--- src/rtl/pt_pkg.sv ---
// Shared constants, symbol codes and FSM state type for the PT2262-style
// tri-state frame encoder.
package pt_pkg;

  localparam int A_SHORT  = 4;
  localparam int A_LONG   = 12;
  localparam int A_SYNC_H = 4;
  localparam int A_SYNC_L = 124;

  localparam logic [1:0] SYM_0   = 2'b00;
  localparam logic [1:0] SYM_1   = 2'b11;
  localparam logic [1:0] SYM_F   = 2'b01;
  localparam logic [1:0] SYM_RSV = 2'b10;

  typedef enum logic [2:0] {
    ST_IDLE   = 3'd0,
    ST_BIT_H  = 3'd1,
    ST_BIT_L  = 3'd2,
    ST_SYNC_H = 3'd3,
    ST_SYNC_L = 3'd4
  } pt_state_e;

  // Length in alpha units of the given state; hb is the half-bit being sent.
  function automatic logic [6:0] unit_len(input pt_state_e st, input logic hb);
    case (st)
      ST_BIT_H:  unit_len = hb ? 7'(A_LONG) : 7'(A_SHORT);
      ST_BIT_L:  unit_len = hb ? 7'(A_SHORT) : 7'(A_LONG);
      ST_SYNC_H: unit_len = 7'(A_SYNC_H);
      ST_SYNC_L: unit_len = 7'(A_SYNC_L);
      default:   unit_len = 7'd1;
    endcase
  endfunction

endpackage

--- src/rtl/pt_tick.sv ---
// Alpha prescaler: one-cycle tick every CLK_PER_A enabled clk cycles.
module pt_tick #(
  parameter int CLK_PER_A = 1
) (
  input  logic clk,
  input  logic rst_n,
  input  logic clr,
  input  logic en,
  output logic tick
);

  localparam int CW = (CLK_PER_A > 1) ? $clog2(CLK_PER_A) : 1;
  localparam logic [CW-1:0] LAST = CW'(CLK_PER_A - 1);

  logic [CW-1:0] cnt;

  always_ff @(posedge clk or negedge rst_n) begin
    if (!rst_n) begin
      cnt <= '0;
    end else if (clr) begin
      cnt <= '0;
    end else if (en) begin
      cnt <= (cnt == LAST) ? '0 : cnt + 1'b1;
    end
  end

  assign tick = en && (cnt == LAST);

endmodule

--- src/rtl/pt_enc_gen.sv ---
// Tri-state remote-control frame generator: latches a symbol word and repeat
// count on start, then emits pulse-width coded half-bits followed by a sync.
module pt_enc_gen
  import pt_pkg::*;
#(
  parameter int N_SYM     = 12,
  parameter int CLK_PER_A = 1,
  parameter int REP_W     = 4
) (
  input  logic               clk,
  input  logic               rst_n,
  input  logic               start,
  input  logic [2*N_SYM-1:0] sym,
  input  logic [REP_W-1:0]   n_rep,
  input  logic               abort,
  output logic               q,
  output logic               busy,
  output logic               done,
  output logic               frame_end,
  output pt_state_e          dbg_state
);

  localparam int NHB = 2 * N_SYM;
  localparam int IW  = $clog2(NHB);
  localparam logic [IW-1:0] LAST_HB = IW'(NHB - 1);

  pt_state_e        state;
  logic [NHB-1:0]   sym_q;
  logic [REP_W-1:0] rep_cnt;
  logic [IW-1:0]    hb_idx;
  logic [6:0]       unit_cnt;
  logic             tick;
  logic             accept;
  logic             hb;
  logic             unit_last;

  // start is only looked at in IDLE, and a simultaneous abort wins.
  assign accept    = (state == ST_IDLE) && start && !abort;
  assign hb        = sym_q[LAST_HB - hb_idx];
  assign unit_last = (unit_cnt == unit_len(state, hb) - 7'd1);

  pt_tick #(.CLK_PER_A(CLK_PER_A)) u_tick (
    .clk   (clk),
    .rst_n (rst_n),
    .clr   (accept),
    .en    (busy),
    .tick  (tick)
  );

  always_ff @(posedge clk or negedge rst_n) begin
    if (!rst_n) begin
      state     <= ST_IDLE;
      sym_q     <= '0;
      rep_cnt   <= '0;
      hb_idx    <= '0;
      unit_cnt  <= '0;
      done      <= 1'b0;
      frame_end <= 1'b0;
    end else begin
      done      <= 1'b0;
      frame_end <= 1'b0;
      if (abort && state != ST_IDLE) begin
        state    <= ST_IDLE;
        rep_cnt  <= '0;
        hb_idx   <= '0;
        unit_cnt <= '0;
      end else if (state == ST_IDLE) begin
        if (accept) begin
          state    <= ST_BIT_H;
          sym_q    <= sym;
          rep_cnt  <= (n_rep == '0) ? '0 : n_rep - 1'b1;
          hb_idx   <= '0;
          unit_cnt <= '0;
        end
      end else if (tick) begin
        if (!unit_last) begin
          unit_cnt <= unit_cnt + 7'd1;
        end else begin
          unit_cnt <= '0;
          case (state)
            ST_BIT_H: state <= ST_BIT_L;
            ST_BIT_L: begin
              if (hb_idx == LAST_HB) begin
                state <= ST_SYNC_H;
              end else begin
                hb_idx <= hb_idx + 1'b1;
                state  <= ST_BIT_H;
              end
            end
            ST_SYNC_H: state <= ST_SYNC_L;
            ST_SYNC_L: begin
              frame_end <= 1'b1;
              hb_idx    <= '0;
              if (rep_cnt != '0) begin
                rep_cnt <= rep_cnt - 1'b1;
                state   <= ST_BIT_H;
              end else begin
                done  <= 1'b1;
                state <= ST_IDLE;
              end
            end
            default: state <= ST_IDLE;
          endcase
        end
      end
    end
  end

  assign q         = (state == ST_BIT_H) || (state == ST_SYNC_H);
  assign busy      = (state != ST_IDLE);
  assign dbg_state = state;

endmodule

--- config.mk ---
export PLATFORM = sky130hd
export DESIGN_NAME = pt_enc_gen
export DESIGN_NICKNAME = d
export VERILOG_FILES = /design/src/rtl/pt_pkg.sv /design/src/rtl/pt_tick.sv /design/src/rtl/pt_enc_gen.sv
export SDC_FILE = /design/constraint.sdc
export NUM_CORES = 1
export LEC_CHECK = 0
export ABC_AREA = 1
export BUFFER_PORTS_ARGS = -buffer_cell sky130_fd_sc_hd__buf_2
export CAP_MARGIN = 20
export CORE_MARGIN = 2
export CORE_UTILIZATION = 32
export DETAILED_ROUTE_END_ITERATION = 12
export GPL_TIMING_DRIVEN = 0
export PLACE_DENSITY = 0.54
export SETUP_SLACK_MARGIN = 0.15
export SLEW_MARGIN = 0
export SYNTH_ARGS = -nofsm -noshare
export SYNTH_HDL_FRONTEND = slang
export SYNTH_HIERARCHICAL = 1
export SYNTH_SLANG_ARGS = --single-unit
--- constraint.sdc ---
create_clock -name clk -period 2.1 [get_ports clk]
set_input_delay 0.21 -clock clk [delete_from_list [all_inputs] [get_ports clk]]
set_output_delay 0.21 -clock clk [all_outputs]
set_load 0.01 [all_outputs]
==> results.yml <==
synthesis:
  yosys.area_share.simple: 0.302
  synth_area_um2: 2600
  synth_top_family_by_area: "simple AND/OR/NAND/NOR gates"
  synth_seq_cells: 45
  synth-compound-area-share: 0.0935
  ys_seq_area_frac: 0.434
  synth_xor_area_frac: 0.0337
  syn_avg_cell_area_um2: 7.73
  netlist.area_leader.share: 0.434
  synthMuxAreaShare: 0
  synth-warning-count: 6
  ys_types: 34
  synth_nets: 375
  synth_area_leader_cell: "dfrtp_1"
  synth_area_leaders: "dfrtp_1, nand2_1, inv_1, nand3_1, nor2_1"
  synthAdderAreaFrac: 0.0337
  syn_inst: 336
min_path:
  min_from: "sym[17]"
  worstHoldPathType: "input pin to register"
  hold_end: "sym_q[17]$_DFFE_PN0P_"
  hold_depth: 3
global_route:
  grt.total_usage: 0.144
  antenna_found_initial: 0
  grt_remaining_overflow: 0
  grt_max_degree: 46
  grt_pass1_vias: 2293
  grt_pass1_wl_mm: 10.2
die:
  die_w_um: 94.1
  rows: 32
  ios: 39
  chipHeight_um: 94.1
  die-area_um2: 8850
  core_area_um2: 7810
  initial_utilization: 0.333
pwr:
  p_int_mw: 2.55
  seq_power_share: 0.293
  sw_frac_of_total: 0.438
  power_mw: 4.54
  power.density_nw_per_um2: 1390
  combPwrFrac: 0.562
  power_frac_clock: 0.145
  vdd.ir_drop.worst_uv: 502
  power_switching_mw: 1.99
  p_leak_nw: 1.64
setup_path:
  worst-r2r-cell-count: 13
  crit_required_ns: 2.29
  critPathMaxFanout: 8
  cp.arrival_ns: 2.22
  crit_path_start_kind: "register"
  reg2reg_to: "unit_cnt[0]$_DFFE_PN0P_"
  worstSetupPathType: "register to register"
  rrSetupSlack_ns: 0.07
  r2r_start: "hb_idx[0]$_DFFE_PN0P_"
  cp-end-kind: "register"
clock_tree:
  cts_buffer_depth: 2
  numCtsBuffers: 5
  htreeDepth: 2
  cts_tree: "built"
  clock-sinks: 45
  insertion_delay_ns: 0.30
  path_clk_slew_ns: 0.09
  clock-root-buffer: "clkbuf_8"
cells_and_area:
  fin_util: 0.419
  nNetsFinal: 434
  final_cells: 497
  diodes: 0
  drive_gt1_frac: 0.243
  area_delta_synth_final_pct: 25.9
place:
  place_ws_ns: 0.0277
  dp_cells: 476
  gp_congestion: 0.807
  portBuffers: 38
  place_hpwl_mm: 4.18
sta:
  fmax_mhz: 493
  finalWorstSetupSlack_ns: 0.0712
  worst_pin_slew_ns: 0.626
  maxSlewViolCount: 0
  rsz0062_at_grt: "yes"
  relSlewSlack: 0.580
  fin_crit_sh: 0.966
  timing.final.crit_period_ns: 2.03
  setup_tns_ns: 0
  finalSetupViolations: 0
  finalHoldViolCount: 0
  fin_worst_skew_ns: 0.00943
routing:
  first_pass_iters: 6
  vias_per_cell: 4.70
  wl_per_cell_um: 11.9
  vias: 2334
  wirelength_mm: 5.90
  drc_errors: 0
  ant_nets: 0
  dr.first_iter.drc_count: 116
flow_run:
  maxCapViolCount: 0
run_status:
  status: "complete, no violations"
==> power groups by stage <==
stage	Combinational (mW)	Clock (mW)	Sequential, mW
floorplan	1.55	0	1.32
global placement	2.03	0	1.35
detailed placement	2.04	0	1.35
CTS	2.33	0.680	1.33
global route	2.85	0.710	1.37
finish	2.55	0.657	1.33
==> Yosys cell counts <==
cell type and number:
o22ai_1 5, buf_8 1, nand4_1 13, nand3_4 1, inv_1 42, nand3b_1 1, ha_1 7, buf_6 1
nor2_1 28, dfrtp_1 45, a21oi_1 3, buf_12 1, buf_4 1, a211oi_2 1, clkbuf_8 1, inv_4 1
clkbuf_1 4, nand2_4 1, o211ai_2 1, nand3_1 25, xnor2_1 4, buf_2 2, nor3_1 4, nand2_2 1
nand3_2 2, nor2_4 2, o21ai_0 21, o22ai_2 1, a21oi_2 1, o21ai_1 6, o211ai_1 2, inv_2 3
nand2_1 98, xor2_1 6
==> timing repair <==
action | 4_1_cts | 5_1_grt
setup buffers | 8 | 1
resized for setup | 14 | 19
cloned | 1 | 2
pin swaps | 3 | 10
setup endpoints to repair | 19 | 33
endpoints found under the hold margin | 0 | 14
hold buffers | 0 | 1
==> sequential cells by signal, summed over array words and instances (netlist names) <==
signal     count
dbg_state      3
rep_cnt        4
done           1
sym_q         24
hb_idx         5
frame_end      1
unit_cnt       7
==> how the worst max path moves through the flow <==
stage / from / endpoint / cells after the start
floorplan: dbg_state[1]$_DFFE_PN0P_ / hb_idx[0]$_DFFE_PN0P_ / 10
global placement: dbg_state[1]$_DFFE_PN0P_ / hb_idx[3]$_DFFE_PN0P_ / 10
detailed placement: hb_idx[1]$_DFFE_PN0P_ / hb_idx[4]$_DFFE_PN0P_ / 9
CTS: dbg_state[0]$_DFFE_PN0P_ / rep_cnt[3]$_DFFE_PN0P_ / 10
global route: hb_idx[0]$_DFFE_PN0P_ / hb_idx[1]$_DFFE_PN0P_ / 13
finish: hb_idx[0]$_DFFE_PN0P_ / unit_cnt[0]$_DFFE_PN0P_ / 13
==> final cells by class <==
| type | count | area (µm²) |
|---|---|---|
| Clock buffer | 5 | 68.8 |
| Timing Repair Buffer | 51 | 318 |
| Clock inverter | 2 | 38.8 |
| Fill cell | 833 | 4540 |
| Buffer | 11 | 97.6 |
| Sequential cell | 45 | 1130 |
| Multi-Input combinational cell | 234 | 1290 |
| Timing Repair inverter | 1 | 8.76 |
| Inverter | 46 | 190 |
| Tap cell | 102 | 128 |
==> placed cells by master (no fill, tap or decap), types with 5 or more instances in the layout <==
master    Yosys  routed
buf_2         2      40
buf_4         1      11
clkbuf_8      1       6
dfrtp_1      45      44
ha_1          7       7
inv_1        42      42
nand2_1      98      93
nand2_2       1       5
nand3_1      25      21
nand4_1      13      13
nor2_1       28      26
o21ai_0      21      18
o21ai_1       6       8
xor2_1        6       6
==> cells by family (layout without fill, tap and decap cells) <==
group	Yosys count	in the layout
AOI/OAI and AO/OA	41	41
DFF	45	45
adders and majority gates	7	7
xor gates and xnor gates	10	10
and+or+nand+nor	176	176
buffers and inverters	57	116
==> metrics by stage <==
| stage | hold slack, ns | cell area [µm²] |
|---|---|---|
| 5_1_grt | 0.102 | 3270 |
| 3_5_place_dp | 0.412 | 2910 |
| 2_1_floorplan | -0.0856 | 2600 |
| 4_1_cts | 0.0945 | 3130 |
| 3_3_place_gp | 0.407 | 2910 |
| 6_report | 0.104 | 3270 |
==> worst max-delay path, cell delays in order (launching register included) <==
cell and delay, ns:
dfrtp_1 0.39, buf_6 0.18, buf_12 0.13, o21ai_2 0.04, o211ai_1 0.22, nand3_2 0.14
nand2_2 0.09, nand2_2 0.06, nand4_1 0.12, nand3_4 0.12, buf_4 0.16, buf_4 0.12
nand4_1 0.06, o21ai_1 0.07
==> layer usage <==
metal	vias up	GRT usage	wire, µm
li1	1192	-	-
met1	1089	0.191	2820
met2	44	0.242	2800
met3	9	0.0249	192
met5	-	0	0
met4	0	0.0423	90
No activity file was read; power rests on OpenSTA's default activity.
